## config.mk

```make
export PLATFORM = sky130hd
export DESIGN_NAME = cell_particle_reader_flat
export DESIGN_NICKNAME = d
export VERILOG_FILES = /design/src/rtl/cell_reader_pkg.sv /design/src/rtl/cell_particle_reader_if.sv /design/src/rtl/cell_reader_fifo.sv /design/src/rtl/cell_particle_reader.sv /design/src/flat_wrapper.sv
export SDC_FILE = /design/constraint.sdc
export NUM_CORES = 1
export LEC_CHECK = 0
export CORE_UTILIZATION = 50
export DETAILED_ROUTE_END_ITERATION = 7
export PLACE_DENSITY = 0.79
export SLEW_MARGIN = 30
export SYNTH_ARGS = -nofsm -noshare
export SYNTH_HDL_FRONTEND = slang
export SYNTH_SLANG_ARGS = --single-unit
```

## constraint.sdc

```tcl
create_clock -name clock -period 33.4 [get_ports clock]
set_input_delay 6.68 -clock clock [delete_from_list [all_inputs] [get_ports clock]]
set_output_delay 6.68 -clock clock [all_outputs]
set_load 0.01 [all_outputs]
```

## src/rtl/cell_reader_pkg.sv

```systemverilog
// cell_reader_pkg: FSM state codes, in-flight read tag and default sizing shared by the cell reader
package cell_reader_pkg;
  localparam int DEF_RD_LATENCY = 2;
  localparam int DEF_FIFO_DEPTH = 4;
  localparam int TAG_ID_W = 8;
  typedef logic [2:0] state_t;
  localparam state_t IDLE     = 3'd0;
  localparam state_t REQ_NUM  = 3'd1;
  localparam state_t WAIT_NUM = 3'd2;
  localparam state_t STREAM   = 3'd3;
  localparam state_t DRAIN    = 3'd4;
  localparam state_t FINISH   = 3'd5;
  typedef struct packed {
    logic                valid;
    logic [TAG_ID_W-1:0] id;
    logic                last;
  } tag_t;
endpackage

```

## src/rtl/cell_particle_reader_if.sv

```systemverilog
// cell_particle_reader_if: ready/valid particle record stream from the reader to the force front end
interface cell_particle_reader_if #(
  parameter int DATA_WIDTH = 96,
  parameter int ADDR_WIDTH = 8
);
  logic [DATA_WIDTH-1:0] out_data;
  logic [ADDR_WIDTH-1:0] out_id;
  logic                  out_valid;
  logic                  out_ready;
  logic                  out_last;
  modport master (output out_data, out_id, out_valid, out_last, input out_ready);
  modport slave (input out_data, out_id, out_valid, out_last, output out_ready);
endinterface

```

## src/rtl/cell_reader_fifo.sv

```systemverilog
// cell_reader_fifo: first-word-fall-through synchronous FIFO with occupancy count and async clear
module cell_reader_fifo #(
  parameter int WIDTH = 8,
  parameter int DEPTH = 4,
  localparam int CW = $clog2(DEPTH + 1),
  localparam int AW = $clog2(DEPTH)
) (
  input  logic             clock,
  input  logic             rst_n,
  input  logic             wr_en,
  input  logic [WIDTH-1:0] wr_data,
  input  logic             rd_en,
  output logic [WIDTH-1:0] rd_data,
  output logic             empty,
  output logic [CW-1:0]    count
);
  logic [WIDTH-1:0] mem [DEPTH];
  logic [AW-1:0] wr_idx, rd_idx;
  logic full, do_wr, do_rd;
  assign full = count == CW'(DEPTH);
  assign empty = count == '0;
  assign do_wr = wr_en && !full;
  assign do_rd = rd_en && !empty;
  assign rd_data = mem[rd_idx];
  function automatic logic [AW-1:0] nxt(input logic [AW-1:0] idx);
    return idx == AW'(DEPTH - 1) ? '0 : idx + 1'b1;
  endfunction
  always_ff @(posedge clock or negedge rst_n)
    if (!rst_n) begin
      wr_idx <= '0;
      rd_idx <= '0;
      count <= '0;
      for (int i = 0; i < DEPTH; i++) mem[i] <= '0;
    end else begin
      if (do_wr) mem[wr_idx] <= wr_data;
      wr_idx <= do_wr ? nxt(wr_idx) : wr_idx;
      rd_idx <= do_rd ? nxt(rd_idx) : rd_idx;
      count <= count + CW'(do_wr) - CW'(do_rd);
    end
  // upstream credit accounting must make this unreachable
  a_no_overflow: assert property (@(posedge clock) disable iff (!rst_n) !(wr_en && full));
endmodule

```

## src/rtl/cell_particle_reader.sv

```systemverilog
// cell_particle_reader: fetches a cell's particle count from position RAM, then streams every
// record through a credit-limited skid FIFO so backpressure never loses in-flight RAM reads
module cell_particle_reader
  import cell_reader_pkg::*;
#(
  parameter int DATA_WIDTH   = 96,
  parameter int ADDR_WIDTH   = 8,
  parameter int PARTICLE_NUM = 220,
  parameter int RD_LATENCY   = DEF_RD_LATENCY,
  parameter int FIFO_DEPTH   = DEF_FIFO_DEPTH
) (
  input  logic                  clock,
  input  logic                  rst_n,
  input  logic                  start,
  output logic                  busy,
  output logic                  done,
  output logic [ADDR_WIDTH-1:0] particle_num,
  output logic [ADDR_WIDTH-1:0] ram_address,
  output logic                  ram_rden,
  output logic                  ram_wren,
  input  logic [DATA_WIDTH-1:0] ram_q,
  cell_particle_reader_if.master out_if
);
  localparam int CW = $clog2(FIFO_DEPTH + 1);
  localparam int WW = $clog2(RD_LATENCY + 1);
  localparam int FW = DATA_WIDTH + ADDR_WIDTH + 1;
  localparam logic [ADDR_WIDTH-1:0] MAX_NUM = ADDR_WIDTH'(PARTICLE_NUM - 1);
  logic [1:0] rst_sync;
  logic rst_ni;
  state_t state;
  logic [ADDR_WIDTH:0] rd_ptr;
  logic [WW-1:0] wait_cnt;
  tag_t pipe [RD_LATENCY];
  tag_t new_tag, tail;
  logic [CW-1:0] in_flight, fifo_count;
  logic fifo_empty, issue, credit, drain_done, is_last;
  logic [ADDR_WIDTH-1:0] q_num, clamped;
  logic [FW-1:0] fifo_rd;
  always_ff @(posedge clock or negedge rst_n)
    if (!rst_n) rst_sync <= '0;
    else rst_sync <= {rst_sync[0], 1'b1};
  assign rst_ni = rst_sync[1];
  always_comb begin
    in_flight = '0;
    for (int i = 0; i < RD_LATENCY; i++) in_flight = in_flight + CW'(pipe[i].valid);
  end
  // a read may only issue if its record is guaranteed a FIFO slot when it lands
  assign credit = ({1'b0, fifo_count} + {1'b0, in_flight}) < (CW + 1)'(FIFO_DEPTH);
  assign is_last = rd_ptr == {1'b0, particle_num};
  assign issue = state == STREAM && rd_ptr <= {1'b0, particle_num} && credit;
  assign drain_done = in_flight == '0 && (fifo_empty || (fifo_count == CW'(1) && out_if.out_ready));
  assign q_num = ram_q[ADDR_WIDTH-1:0];
  assign clamped = q_num > MAX_NUM ? MAX_NUM : q_num;
  assign tail = pipe[RD_LATENCY-1];
  assign new_tag = '{valid: issue, id: TAG_ID_W'(rd_ptr[ADDR_WIDTH-1:0]), last: is_last};
  assign busy = state == REQ_NUM || state == WAIT_NUM || state == STREAM || state == DRAIN;
  assign done = state == FINISH;
  assign ram_rden = state == REQ_NUM || issue;
  assign ram_address = issue ? rd_ptr[ADDR_WIDTH-1:0] : '0;
  assign ram_wren = 1'b0;
  always_ff @(posedge clock or negedge rst_ni)
    if (!rst_ni) begin
      state <= IDLE;
      rd_ptr <= '0;
      wait_cnt <= '0;
      particle_num <= '0;
    end else begin
      case (state)
        IDLE: state <= start ? REQ_NUM : IDLE;
        REQ_NUM: begin
          state <= WAIT_NUM;
          wait_cnt <= '0;
        end
        WAIT_NUM:
          if (wait_cnt == WW'(RD_LATENCY - 1)) begin
            particle_num <= clamped;
            rd_ptr <= (ADDR_WIDTH + 1)'(1);
            state <= clamped == '0 ? FINISH : STREAM;
          end else wait_cnt <= wait_cnt + 1'b1;
        STREAM:
          if (issue) begin
            rd_ptr <= rd_ptr + 1'b1;
            state <= is_last ? DRAIN : STREAM;
          end
        DRAIN: state <= drain_done ? FINISH : DRAIN;
        default: state <= IDLE;
      endcase
    end
  always_ff @(posedge clock or negedge rst_ni)
    if (!rst_ni) for (int i = 0; i < RD_LATENCY; i++) pipe[i] <= '0;
    else begin
      pipe[0] <= new_tag;
      for (int i = 1; i < RD_LATENCY; i++) pipe[i] <= pipe[i-1];
    end
  cell_reader_fifo #(.WIDTH(FW), .DEPTH(FIFO_DEPTH)) u_fifo (
    .clock   (clock),
    .rst_n   (rst_ni),
    .wr_en   (tail.valid),
    .wr_data ({ram_q, ADDR_WIDTH'(tail.id), tail.last}),
    .rd_en   (out_if.out_valid && out_if.out_ready),
    .rd_data (fifo_rd),
    .empty   (fifo_empty),
    .count   (fifo_count)
  );
  assign out_if.out_valid = !fifo_empty;
  assign out_if.out_data = fifo_rd[FW-1 -: DATA_WIDTH];
  assign out_if.out_id = fifo_rd[ADDR_WIDTH:1];
  assign out_if.out_last = fifo_rd[0];
endmodule

```

## src/flat_wrapper.sv

```systemverilog
// flat-port wrapper written by rule: the top's interface ports become plain ports
module cell_particle_reader_flat import cell_reader_pkg::*;
#(
  parameter int DATA_WIDTH   = 96,
  parameter int ADDR_WIDTH   = 8,
  parameter int PARTICLE_NUM = 220,
  parameter int RD_LATENCY   = DEF_RD_LATENCY,
  parameter int FIFO_DEPTH   = DEF_FIFO_DEPTH
)
  (clock, rst_n, start, busy, done, particle_num, ram_address, ram_rden, ram_wren, ram_q, out_if_out_data, out_if_out_id, out_if_out_valid, out_if_out_last, out_if_out_ready);
  cell_particle_reader_if #(.DATA_WIDTH(DATA_WIDTH), .ADDR_WIDTH(ADDR_WIDTH)) out_if_i ();
  input  logic clock;
  input  logic rst_n;
  input  logic start;
  output logic busy;
  output logic done;
  output logic [ADDR_WIDTH-1:0] particle_num;
  output logic [ADDR_WIDTH-1:0] ram_address;
  output logic ram_rden;
  output logic ram_wren;
  input  logic [DATA_WIDTH-1:0] ram_q;
  output wire logic [$bits(out_if_i.out_data)-1:0] out_if_out_data;
  output wire logic [$bits(out_if_i.out_id)-1:0] out_if_out_id;
  output wire logic [$bits(out_if_i.out_valid)-1:0] out_if_out_valid;
  output wire logic [$bits(out_if_i.out_last)-1:0] out_if_out_last;
  input wire logic [$bits(out_if_i.out_ready)-1:0] out_if_out_ready;
  assign out_if_out_data = out_if_i.out_data;
  assign out_if_out_id = out_if_i.out_id;
  assign out_if_out_valid = out_if_i.out_valid;
  assign out_if_out_last = out_if_i.out_last;
  assign out_if_i.out_ready = out_if_out_ready;
  cell_particle_reader #(.DATA_WIDTH(DATA_WIDTH), .ADDR_WIDTH(ADDR_WIDTH), .PARTICLE_NUM(PARTICLE_NUM), .RD_LATENCY(RD_LATENCY), .FIFO_DEPTH(FIFO_DEPTH)) u_core (.clock(clock), .rst_n(rst_n), .start(start), .busy(busy), .done(done), .particle_num(particle_num), .ram_address(ram_address), .ram_rden(ram_rden), .ram_wren(ram_wren), .ram_q(ram_q), .out_if(out_if_i));
endmodule
```

Word level (Yosys, flattened, before mapping). Index checks and enable logic that the tools add are counted. W data, S select, Z words.

Shift operators: 0. Multipliers: 0. Eq/ne operators: 14. Reductions and logical operators: 25. Mux-type cells: 22. Order comparisons: 6. Bitwise operators: 2. $add $sub $neg: 8. Div/mod/pow operators: 0.

Operators with widths (number): $bwmux W420 (1); $mux W105 (3); $bmux W105 S2 (1); $demux W105 S2 (1); $mux W9 (2); $pmux W9 S2 (1); $mux W8 (2); $pmux W3 S5 (1); $mux W3 (4); $add A9 B1 Y9 const B (1); $eq A3 B3 Y1 const B (3); $eq A9 B8 Y1 (1); $le A9 B8 Y1 (1); $logic_not A3 Y1 (3); $gt A8 B8 Y1 const B (1); $logic_and A1 B1 Y1 (8); $logic_not A8 Y1 (1); $add A2 B1 Y2 const B (3); $eq A3 B1 Y1 const B (2); $eq A3 B2 Y1 const B (2); $ge A3 B3 Y1 const B (2); $mux W2 (3); $not A2 Y3 (2); $reduce_and A2 Y1 (3); other kinds (16) (25).

Bits of input ports: 100. Memories kept: 0. Bits in latches: 0. RAM bits: 0. Register bits: 471. ROM bits: 0.

Longest topological paths before layout. Gate-level depths: netlist of the first run.

Depth after elaboration: 6. Gate-level depth with buffers: 10. Mapped depth without buffers: 10.

Modules after synthesis. From an unflattened synthesis of the first run, not the netlist that was laid out.

Cell total of the unflattened synthesis: 1255. Area total of the unflattened synthesis: 21583.2 sq um.

By module, submodules not included: cell_reader_fifo (sequential area each 10685.2 sq um, instances 1, cells an instance 1055, area each 19443.6 sq um); cell_particle_reader (sequential area each 1101.1 sq um, instances 1, cells an instance 200, area each 2139.6 sq um).

Worst setup path after synthesis of the first run. Ideal clock, no wire load.

Kind: reg2out. Start: register u_core.pipe[9] (netlist name). End: output ram_address[0]. Path slack: 24.710 ns. Arrival: 2.010 ns. Stages on the path, launching flop included: 8. Cells stage by stage: dfrtp_1 -> ha_1 -> ha_1 -> or4b_1 -> a311oi_2 -> o21ai_2 -> buf_2 -> nor3_1.

Longest elaborated chain between the ends: 5.

RTL lines: from (decl) (RTL line cell_particle_reader.sv:33) `tag_t pipe [RD_LATENCY];`; $add A1 B1 Y2 (RTL line cell_particle_reader.sv:45) `for (int i = 0; i < RD_LATENCY; i++) in_flight = in_flight + CW'(pipe[i].valid);`; $add A3 B3 Y4 (RTL line cell_particle_reader.sv:48) `assign credit = ({1'b0, fifo_count} + {1'b0, in_flight}) < (CW + 1)'(FIFO_DEPTH);`; $lt A4 B3 Y1 (RTL line cell_particle_reader.sv:48); $logic_and A1 B1 Y1 (RTL line cell_particle_reader.sv:50) `assign issue = state == STREAM && rd_ptr <= {1'b0, particle_num} && credit;`; $mux W8 (RTL line cell_particle_reader.sv:59) `assign ram_address = issue ? rd_ptr[ADDR_WIDTH-1:0] : '0;`; to (decl) (RTL line flat_wrapper.sv:18) `output logic [ADDR_WIDTH-1:0] ram_address;`.

No other way between the ends.

Worst setup path in the final report of the first run.
Start: register u_core.rd_ptr[4]. End: output ram_address[2].

Longest elaborated chain between the ends: 4.

RTL lines: from (decl) (RTL line cell_particle_reader.sv:31) `logic [ADDR_WIDTH:0] rd_ptr;`; from (signal assigned) (RTL line cell_particle_reader.sv:77) `rd_ptr <= (ADDR_WIDTH + 1)'(1);`; from (signal assigned) (RTL line cell_particle_reader.sv:82) `rd_ptr <= rd_ptr + 1'b1;`; $le A9 B8 Y1 (RTL line cell_particle_reader.sv:50); $logic_and A1 B1 Y1 (2 in series) (RTL line cell_particle_reader.sv:50); via u_core.issue (RTL line cell_particle_reader.sv:36) `logic fifo_empty, issue, credit, drain_done, is_last;`; $mux W8 (RTL line cell_particle_reader.sv:59).

The timed path passes the listed nets, and every way through them passes these cells.

==> impl_results.md, run 1 <==
- Setup bufs post-CTS: 0
- Die X: 204 um
- Storage element area: 11800 um2
- FFs w/ async S/R, synth: 100%
- Final WL: 43000 um
- Final critical-path share of the clock period: 30.8%
- Crit. End Element: output port
- First-pass GRT wire length: 69500 um
- Worst-skew pair later-pin latency: 0.58 ns
- Die Area: 41600 um2
- Pins Over Slew Limit: 0
- Cell variety after synth: 48
- Initial Utilization: 51.0%
- Most common flop cell mapped by yosys: dfrtp_1
- Share of layout cells above drive strength 1: 42.2%
- Vias in the first global route: 12500
- Final Critical Period: 10.28 ns
- Setup Crit Path Kind: flip-flop to output port
- Max-cap viol count: 0
- Drt pass-1 iters: 5
- Leak: 10.4 nW
- Synth Area per Inst: 16.3 um2
- Clock slew at reported path FFs: 0.06 ns
- Combinational share of power: 42.9%
- Worst-path maximum fanout: 17
- Switching power: 0.000837 W
- CTS tree: built
- Post-Syn Nets: 1372
- Overflow after GRT: 0
- Worst hold path class: flip-flop to flip-flop
- Post-synth EDFFs: 0
- TritonCTS Sinks: 471
- IO Count: 226
- # fillers: 2930
- Largest net degree at the start of global routing: 181
- Post-route setup TNS: 0 ns
- Root Buffer: clkbuf_16
- Power Internal: 0.00192 W
- Wire per inst: 21.2 um
- Detailed-placement wirelength estimate: 25200 um
- Residual DRC: 0
- Gate count of the mapped netlist: 1251
- Final clock skew: 0.0165 ns
- Via Count: 11600
- Die H: 204 um
- Row count: 73
- Gp weighted congestion: 0.828
- # setup viols final: 0
- Core box area: 40000 um2
- Multi-input logic area: 8240 um2
- CTS buffer count: 51
- Reg power frac: 36.7%
- Sw Ratio: 30.4%
- Max clock buf depth: 3
- Area grow syn2layout: 22.0%
- CTS H-Tree Depth: 2
- Synthesized area: 20400 um2
- Gr usage total: 21.4%
- Yosys Warn Count: 0
- Worst R2R Path Depth: 5
- Final Hold Fails: 0
- DR vias/cell: 5.73
- Total power: 0.00276 W
- Worst IR Drop VDD: 73.1 uV
- RSZ-0062 raised after global routing: no
- Clock power share: 20.4%
- CP Launch Type: flip-flop
- Worst EP required: 26.72 ns
- Worst-Margin Slew: 0.903 ns
- Synthesized flop and latch total: 471
- Cts hold-fix bufs: 0
- Status: completed
- Pwr Density: 111 nW/um2
- Initial drt markers: 558
- Nets: 1586
- Resized Gates After CTS: 0
- Arr. time, crit path: 3.60 ns
- Worst slew margin: 39.8%
- Initial antenna violation count: 1
- Register area share after synthesis: 57.8%
- Final ANT Viol Nets: 0
- Max Clock Freq: 97.2 MHz
- Worst hold stages: 0
- IO buf count: 224
==> metal layers <==
layer  GRT usage (%)  part of all wire (%)  up-vias
met1            29.1                    43     6207
met5               0                     0        -
met4            6.45                   2.4        0
met2            34.7                    49      273
li1                -                     -     5077
met3            4.61                   5.1       74
==> area by class of cell <==
class                           count  area share (%)
Inverter                           20           0.302
Sequential cell                   471            47.4
Clock buffer                       75            6.14
Tap cell                          525            2.64
Multi-Input combinational cell    684            33.1
Antenna cell                        1          0.0101
Clock inverter                     16           0.659
Timing Repair Buffer              237            9.72
==> cell families (layout without fill, tap and decap cells) <==
| logic type | count (synthesis) | count (layout) | synth area share [%] |
|---|---|---|---|
| fa+ha+maj | 21 | 21 | 1.33 |
| compound gates | 48 | 48 | 1.64 |
| buf+inv | 96 | 348 | 1.96 |
| simple gates | 81 | 81 | 2.12 |
| mux | 529 | 529 | 35.0 |
| other cells | 2 | 3 | 0.0368 |
| xor+xnor | 3 | 3 | 0.129 |
| flops | 471 | 471 | 57.8 |
==> synthesized netlist by cell type, drive strengths merged (3+ instances only) <==
| master | number | share of area [%] |
|---|---|---|
| nor3 | 6 | 0.15 |
| nor2b | 4 | 0.12 |
| and2 | 7 | 0.21 |
| o21ai | 16 | 0.41 |
| mux2 | 421 | 23 |
| and3 | 3 | 0.092 |
| nor4 | 3 | 0.092 |
| nand3 | 10 | 0.25 |
| dfrtp | 471 | 58 |
| clkbuf | 22 | 0.40 |
| xnor2 | 3 | 0.13 |
| or4 | 4 | 0.15 |
| a21oi | 8 | 0.20 |
| o31ai | 4 | 0.15 |
| inv | 19 | 0.35 |
| ha | 20 | 1.2 |
| mux4 | 105 | 12 |
| nand2 | 19 | 0.35 |
| mux2i | 3 | 0.15 |
| a21o | 5 | 0.18 |
| nor2 | 12 | 0.23 |
| buf | 54 | 1.2 |
| nand2b | 4 | 0.12 |
==> flip-flops by register name, indices dropped and copies added (netlist names) <==
register / cells
u_core.rst_sync: 2
u_core.state: 3
u_core.wait_cnt: 2
u_core.pipe: 20
u_core.u_fifo.mem: 420
u_core.u_fifo.wr_idx: 2
u_core.u_fifo.rd_idx: 2
u_core.rd_ptr: 9
u_core.particle_num: 8
u_core.u_fifo.count: 3
==> power groups by stage <==
stage                     clock network (W)  logic, W  registers, W
final                              0.000563   0.00118       0.00101
after global routing               0.000599   0.00127       0.00105
after CTS                          0.000577   0.00120       0.00101
after detailed placement                  0   0.00119       0.00102
after global placement                    0   0.00117      0.000998
after floorplan                           0  0.000772      0.000960
==> through the flow <==
stage               hold WS, ns  utilization (%)  worst slack, ns  std cells  instance area (um2)
floorplan                 0.331                -            19.30       1251                20400
global placement          0.332             57.8            23.85       1935                23100
detailed placement        0.336             57.8            23.77       1935                23100
CTS                       0.349             62.0            23.11       2026                24800
global route              0.366             62.2            22.88       2029                24900
finish                    0.349             62.2            23.12       2029                24900
==> path summary, 6_finish.rpt <==
kind | from | end | slack, ns
min in group asynchronous | u_core.rst_sync[1]$_DFF_PN0_ | u_core.u_fifo.mem[20]$_DFFE_PN0P_ | 0.41
worst max register to register | u_core.u_fifo.count[1]$_DFF_PN0_ | u_core.u_fifo.mem[122]$_DFFE_PN0P_ | 30.44
worst min register to register | u_core.pipe[18]$_DFF_PN0_ | u_core.pipe[8]$_DFF_PN0_ | 0.35
worst min-delay path | u_core.pipe[18]$_DFF_PN0_ | u_core.pipe[8]$_DFF_PN0_ | 0.35
worst max-delay path | u_core.rd_ptr[4]$_DFFE_PN0P_ | ram_address[2] | 23.12
max in group asynchronous | rst_n | u_core.rst_sync[1]$_DFF_PN0_ | 27.00
==> worst max-delay path, cell delays in order (launching register included) <==
cell and delay (ns):
dfrtp_1 0.44, ha_1 0.33, nand3_1 0.15, o21bai_1 0.23
a2111oi_4 0.84, nor2_2 0.25, and2_1 0.26, clkdlybuf4s50_1 0.53
==> placed cells by master, fill, tap and decap left out, drive strengths merged, types with 10 or more instances in the layout <==
master,Yosys,final
ha,20,20
mux2,421,421
clkdlybuf4s50,0,224
nor2,12,12
o21ai,16,16
clkbuf,22,75
nand2,19,19
inv,19,20
nand3,10,10
clkinv,1,11
buf,54,13
dfrtp,471,471
mux4,105,105
No activity file was read; power rests on OpenSTA's default activity.
==> run 2: changes to the inputs <==
PLACE_DENSITY = 0.82   (was 0.79)
clock period = 9 ns   (was 33.4 ns; I/O delays follow)
==> impl_results.md, run 2 (synthesis results as in run 1) <==
- Pins Over Slew Limit: 0
- Crit. End Element: output port
- Drt pass-1 iters: 7
- Share of layout cells above drive strength 1: 42.3%
- Resized Gates After CTS: 0
- Worst R2R Path Depth: 7
- Post-route setup TNS: 0 ns
- Worst slew margin: 41.2%
- Final Critical Period: 5.36 ns
- Worst hold stages: 0
- Detailed-placement wirelength estimate: 25500 um
- IO buf count: 224
- Max-cap viol count: 0
- Via Count: 11600
- Worst hold path class: flip-flop to flip-flop
- Multi-input logic area: 8240 um2
- IO Count: 226
- Crit path max-delay cell type: a2111oi_4
- Core box area: 40000 um2
- Gp weighted congestion: 0.818
- # fillers: 2863
- Largest net degree at the start of global routing: 188
- Final clock skew: 0.0109 ns
- CTS tree: built
- # setup viols final: 0
- Max clock buf depth: 3
- Clock slew at reported path FFs: 0.06 ns
- Critical path, cell by cell: ha_1 > nand3_1 > o21bai_1 > a2111oi_4 > nor2_2 > and2_1 > clkdlybuf4s50_1
- CP Launch Type: flip-flop
- Status: completed
- Die H: 204 um
- Leak: 10.5 nW
- Setup Crit Path Kind: flip-flop to output port
- Initial antenna violation count: 0
- Worst IR Drop VDD: 272 uV
- Worst-Margin Slew: 0.882 ns
- Vias in the first global route: 12800
- CP max stage delay: 0.85 ns
- Registers with the most flip-flops: u_core.u_fifo.mem: 420 flops, u_core.pipe: 20 flops, u_core.rd_ptr: 9 flops
- Placed insts: 1935
- RSZ-0062 raised after global routing: no
- Max reg flops: 420
- Final Hold Fails: 0
- Final WL: 43400 um
- Storage element area: 11800 um2
- Initial drt markers: 580
- Die Area: 41600 um2
- Highest-count cells in the layout ignoring fill and taps: dfrtp_1 (468), mux2_2 (421), clkdlybuf4s50_1 (224)
- Die X: 204 um
- Worst-skew pair later-pin latency: 0.56 ns
- Initial Utilization: 51.0%
- Overflow after GRT: 0
- Setup bufs post-CTS: 0
- Root Buffer: clkbuf_16
- Residual DRC: 0
- Pwr Density: 414 nW/um2
- Cts hold-fix bufs: 0
- Worst EP required: 7.20 ns
- CTS H-Tree Depth: 2
- Nets: 1586
- Area grow syn2layout: 22.5%
- Ant. Diodes: 0
- DR vias/cell: 5.73
- Max Clock Freq: 186 MHz
- Commonest non-fill, non-tap cell in the layout: dfrtp_1
- Worst-path maximum fanout: 17
- Final std cells w/o fill: 2028
- Wire per inst: 21.4 um
- Final ANT Viol Nets: 0
- Gr usage total: 21.5%
- First-pass GRT wire length: 70000 um
- CTS buffer count: 49
- Row count: 73
- Arr. time, crit path: 3.56 ns
- TritonCTS Sinks: 471
- Largest Register: u_core.u_fifo.mem
- Final critical-path share of the clock period: 59.6%
## run 2: cell type report
cell class                 instances  share of cell area [%]
sequential                       471                    47.2
multi-input combinational        684                    33.0
timing repair buffer             239                    9.87
clock buffer                      63                    5.44
tap                              525                    2.63
clock inverter                    26                    1.58
inverter                          20                   0.300
## run 2: report_power, final
group	internal, W	switching (W)	total [W]
clock network	0.00135	0.000829	0.00218
registers	0.00316	0.000643	0.00380
logic	0.00271	0.00165	0.00436
total	0.00721	0.00312	0.0103
## run 2: layer usage
metal	global-route usage [%]	vias to the layer above	part of all wire, %
li1	-	5082	-
met1	29.2	6208	44
met2	34.9	262	49
met3	4.66	68	5.2
met4	5.94	0	2.1
met5	0	-	0
## run 2: worst paths after layout
kind	endpoint	start	slack (ns)
worst max-delay path	ram_address[5]	u_core.rd_ptr[3]$_DFFE_PN0P_	3.64
worst max register to register	u_core.u_fifo.mem[285]$_DFFE_PN0P_	u_core.u_fifo.count[1]$_DFF_PN0_	6.05
min in group asynchronous	u_core.u_fifo.mem[123]$_DFFE_PN0P_	u_core.rst_sync[1]$_DFF_PN0_	0.39
worst min register to register	u_core.pipe[3]$_DFF_PN0_	u_core.pipe[13]$_DFF_PN0_	0.35
worst min-delay path	u_core.pipe[3]$_DFF_PN0_	u_core.pipe[13]$_DFF_PN0_	0.35
max in group asynchronous	u_core.u_fifo.mem[309]$_DFFE_PN0P_	u_core.rst_sync[1]$_DFF_PN0_	6.45
## run 2: per-stage QoR
stage | setup slack [ns] | area [um2] | hold slack, ns | util, % | power (W)
2_1_floorplan | 1.33 | 20400 | 0.331 | - | 0.00642
3_3_place_gp | 4.35 | 23100 | 0.333 | 57.8 | 0.00802
3_5_place_dp | 4.29 | 23100 | 0.335 | 57.8 | 0.00820
4_1_cts | 3.64 | 24900 | 0.354 | 62.2 | 0.0104
5_1_grt | 3.45 | 25000 | 0.361 | 62.5 | 0.0109
6_report | 3.64 | 25000 | 0.352 | 62.5 | 0.0103
## run 2: critical path: cells and delay by family (launching register included)
kind                       cells  cell delay [ns]
AOI/OAI and AO/OA              2             1.08
adders and majority gates      1             0.36
buffers and inverters          1             0.48
DFF                            1             0.49
and+or+nand+nor                3             0.59
==> RTL edit (settings of run 2) <==
Make the reset (`rst_n` and `rst_ni`) synchronous in 4 clocked blocks. Comments in the files are not updated.
--- a/src/rtl/cell_reader_fifo.sv
+++ b/src/rtl/cell_reader_fifo.sv
@@ -27,3 +27,3 @@
   endfunction
-  always_ff @(posedge clock or negedge rst_n)
+  always_ff @(posedge clock)
     if (!rst_n) begin
--- a/src/rtl/cell_particle_reader.sv
+++ b/src/rtl/cell_particle_reader.sv
@@ -38,3 +38,3 @@
   logic [FW-1:0] fifo_rd;
-  always_ff @(posedge clock or negedge rst_n)
+  always_ff @(posedge clock)
     if (!rst_n) rst_sync <= '0;
@@ -60,3 +60,3 @@
   assign ram_wren = 1'b0;
-  always_ff @(posedge clock or negedge rst_ni)
+  always_ff @(posedge clock)
     if (!rst_ni) begin
@@ -88,3 +88,3 @@
     end
-  always_ff @(posedge clock or negedge rst_ni)
+  always_ff @(posedge clock)
     if (!rst_ni) for (int i = 0; i < RD_LATENCY; i++) pipe[i] <= '0;
Behaviour: differs if rst_n is asserted again (counterexample within 4 cycles, from zero or initial values and one cycle with rst_n low); with rst_n held inactive, the same outputs for 10 cycles.
==> RTL edit against run 2 <==
Cell area decreased by 1.0%; critical path depth unchanged; sequential cell count increased by 2; clock skew increased by 0.0070 ns; routed wire length increased by 6.4%; setup slack improved by 0.39 ns; die area increased by 0.60%; area after synthesis increased by 0.61%; critical endpoint is now ram_rden.
Power is not compared: it rests on default switching activity, and its combinational part moved more than twofold at a synthesized area within 25%.
==> RTL edit: results (changes against run 2) <==
Slew of the pin with the lowest slew margin: 0.901 ns (+0.0191 ns). The total number of vias came out at 11800 (+1.9%). Die area: 0.0418 sq mm (+0.60%). The number of register bits inferred by synthesis is 473 (+0.42%), and the instance area at placement is 0.0232 sq mm (+0.34%). Data arrival time of the worst path: 3.18 ns (-0.38 ns). The largest net degree at the start of global routing was 79 (-58%); the worst-case clock skew was 0.0180 ns (+0.00703 ns). The flow ran to the end, and the final reports show no timing, DRC or antenna violations. The commonest cells after synthesis are 420 x edfxtp_1, 334 x and2_1, 121 x and3_1, 105 x mux4_2, 60 x clkbuf_1.

Estimated wirelength of the detail-placed design: 26000 microns (+1.6%). Global-route track usage on met1: 29.7% (+0.48 points). Number of antenna diodes: 1 (+1). The number of non-clock buffers in the layout is 244 (+2.1%), and the met3 track utilization from global routing is 3.47% (-1.2 points). The critical path's largest stage delay is 0.55 ns (-0.30 ns), and the total clock buffers created by CTS is 48 (-2.0%).

Number of global-route vias before repair: 12500 (-2.4%). The slowest stage of the critical path is the clkdlybuf4s50_1 cell. The run gives 732 (+7.0%) as the count of multi-input combinational gates.

The clock buffer count in the final layout was 56 (-11%); the detailed-router iteration count before antenna repair was 5 (-2). The logs give 1318 (+5.4%) for the synthesized instance count and 0.0137 sq mm (+16%) for the area used by sequential logic in the layout. The average detailed-routed wire length per instance was 22.2 microns (+3.6%). For the post-synthesis sequential area ratio, the log shows 66.6% (+8.8 points). The maximum fanout encountered on the critical timing path is 15 (-2).

The run gives 1436 (+4.7%) as the number of nets produced by synthesis. The fraction of registers with async set/reset came out at 0% (-100 points). Net switching is 20.7% of the power. Overall global routing resource usage: 22.4% (+0.98 points).

The proportion of layout cells with a drive suffix above 1 is 13.8% (-29 points), and the number of inverters outside the clock class in the layout is 19 (-5.0%). The first-pass GRT wire length was 70900 microns (+1.2%). By area the synthesized netlist is led by edfxtp_1 61%, mux4_2 12%, and2_1 10%. The count of unique library cells instantiated by Yosys was 55 (+15%); the number of flops mapped to enable cells by yosys was 420 (+420). The total instance count after detailed placement was 1992 (+2.9%). The fraction of met2 tracks used by global routing was 37.8% (+2.9 points); the filler-free cell count of the finished design was 2082 (+2.7%). The number of antenna violations at the first check in global routing was 1 (+1). The worst hold path cell count came out at 1 (+1). The clock distribution area overhead in the final layout was 6.02% (-1.0 points); the area of the multi-input gates was 0.00641 sq mm (-22%). The worst setup timing slack at the placement stage came out at 4.41 ns (+0.120 ns). The number of nets in the layout was 1636 (+3.2%).
-- RTL edit: cell count changes after synthesis, moves of 20 or more --
| cell | before | now |
|---|---|---|
| dfrtp_1 | 471 | 0 |
| mux2_2 | 421 | 0 |
| edfxtp_1 | 0 | 420 |
| and2_1 | 7 | 334 |
| and3_1 | 3 | 121 |
| dfxtp_1 | 0 | 53 |
| clkbuf_1 | 22 | 60 |
| buf_1 | 24 | 4 |
-- RTL edit: worst paths after layout --
kind / startpoint / end / slack, ns
worst min-delay path: u_core.rst_sync[0] / u_core.rst_sync[1] / 0.43
worst max-delay path: u_core.rd_ptr[6] / ram_rden / 4.02
worst min register to register: u_core.rst_sync[0] / u_core.rst_sync[1] / 0.43
worst max register to register: u_core.u_fifo.count[1] / u_core.u_fifo.mem[1][17] / 5.41
-- RTL edit: per-stage QoR --
stage	power [uW]	utilization [%]
final	4600	61.7
after global routing	4740	61.7
after CTS	4640	61.6
after detailed placement	2750	57.9
after global placement	2740	57.9
after floorplan	2610	-
-- RTL edit: cells by family after synthesis --
logic type,count (synthesis),synth area share (%)
simple gates,548,16.3
flops,473,66.6
buf+inv,113,2.31
mux,107,11.6
compound gates,55,1.80
fa+ha+maj,18,1.13
xor+xnor,3,0.128
other cells,1,0.0183
-- RTL edit: power by group through the flow --
stage	registers [uW]	logic [uW]	clock network, uW
final	2490	209	1900
after floorplan	2530	82.6	0
after CTS	2490	211	1940
after global routing	2500	222	2020
after detailed placement	2540	210	0
after global placement	2530	208	0
-- RTL edit: metal layers --
layer  wire [microns]  up-vias
li1                 -     5331
met1            19300     6009
met2            23200      430
met3             2560       74
met4             1120        0
met5                0        -
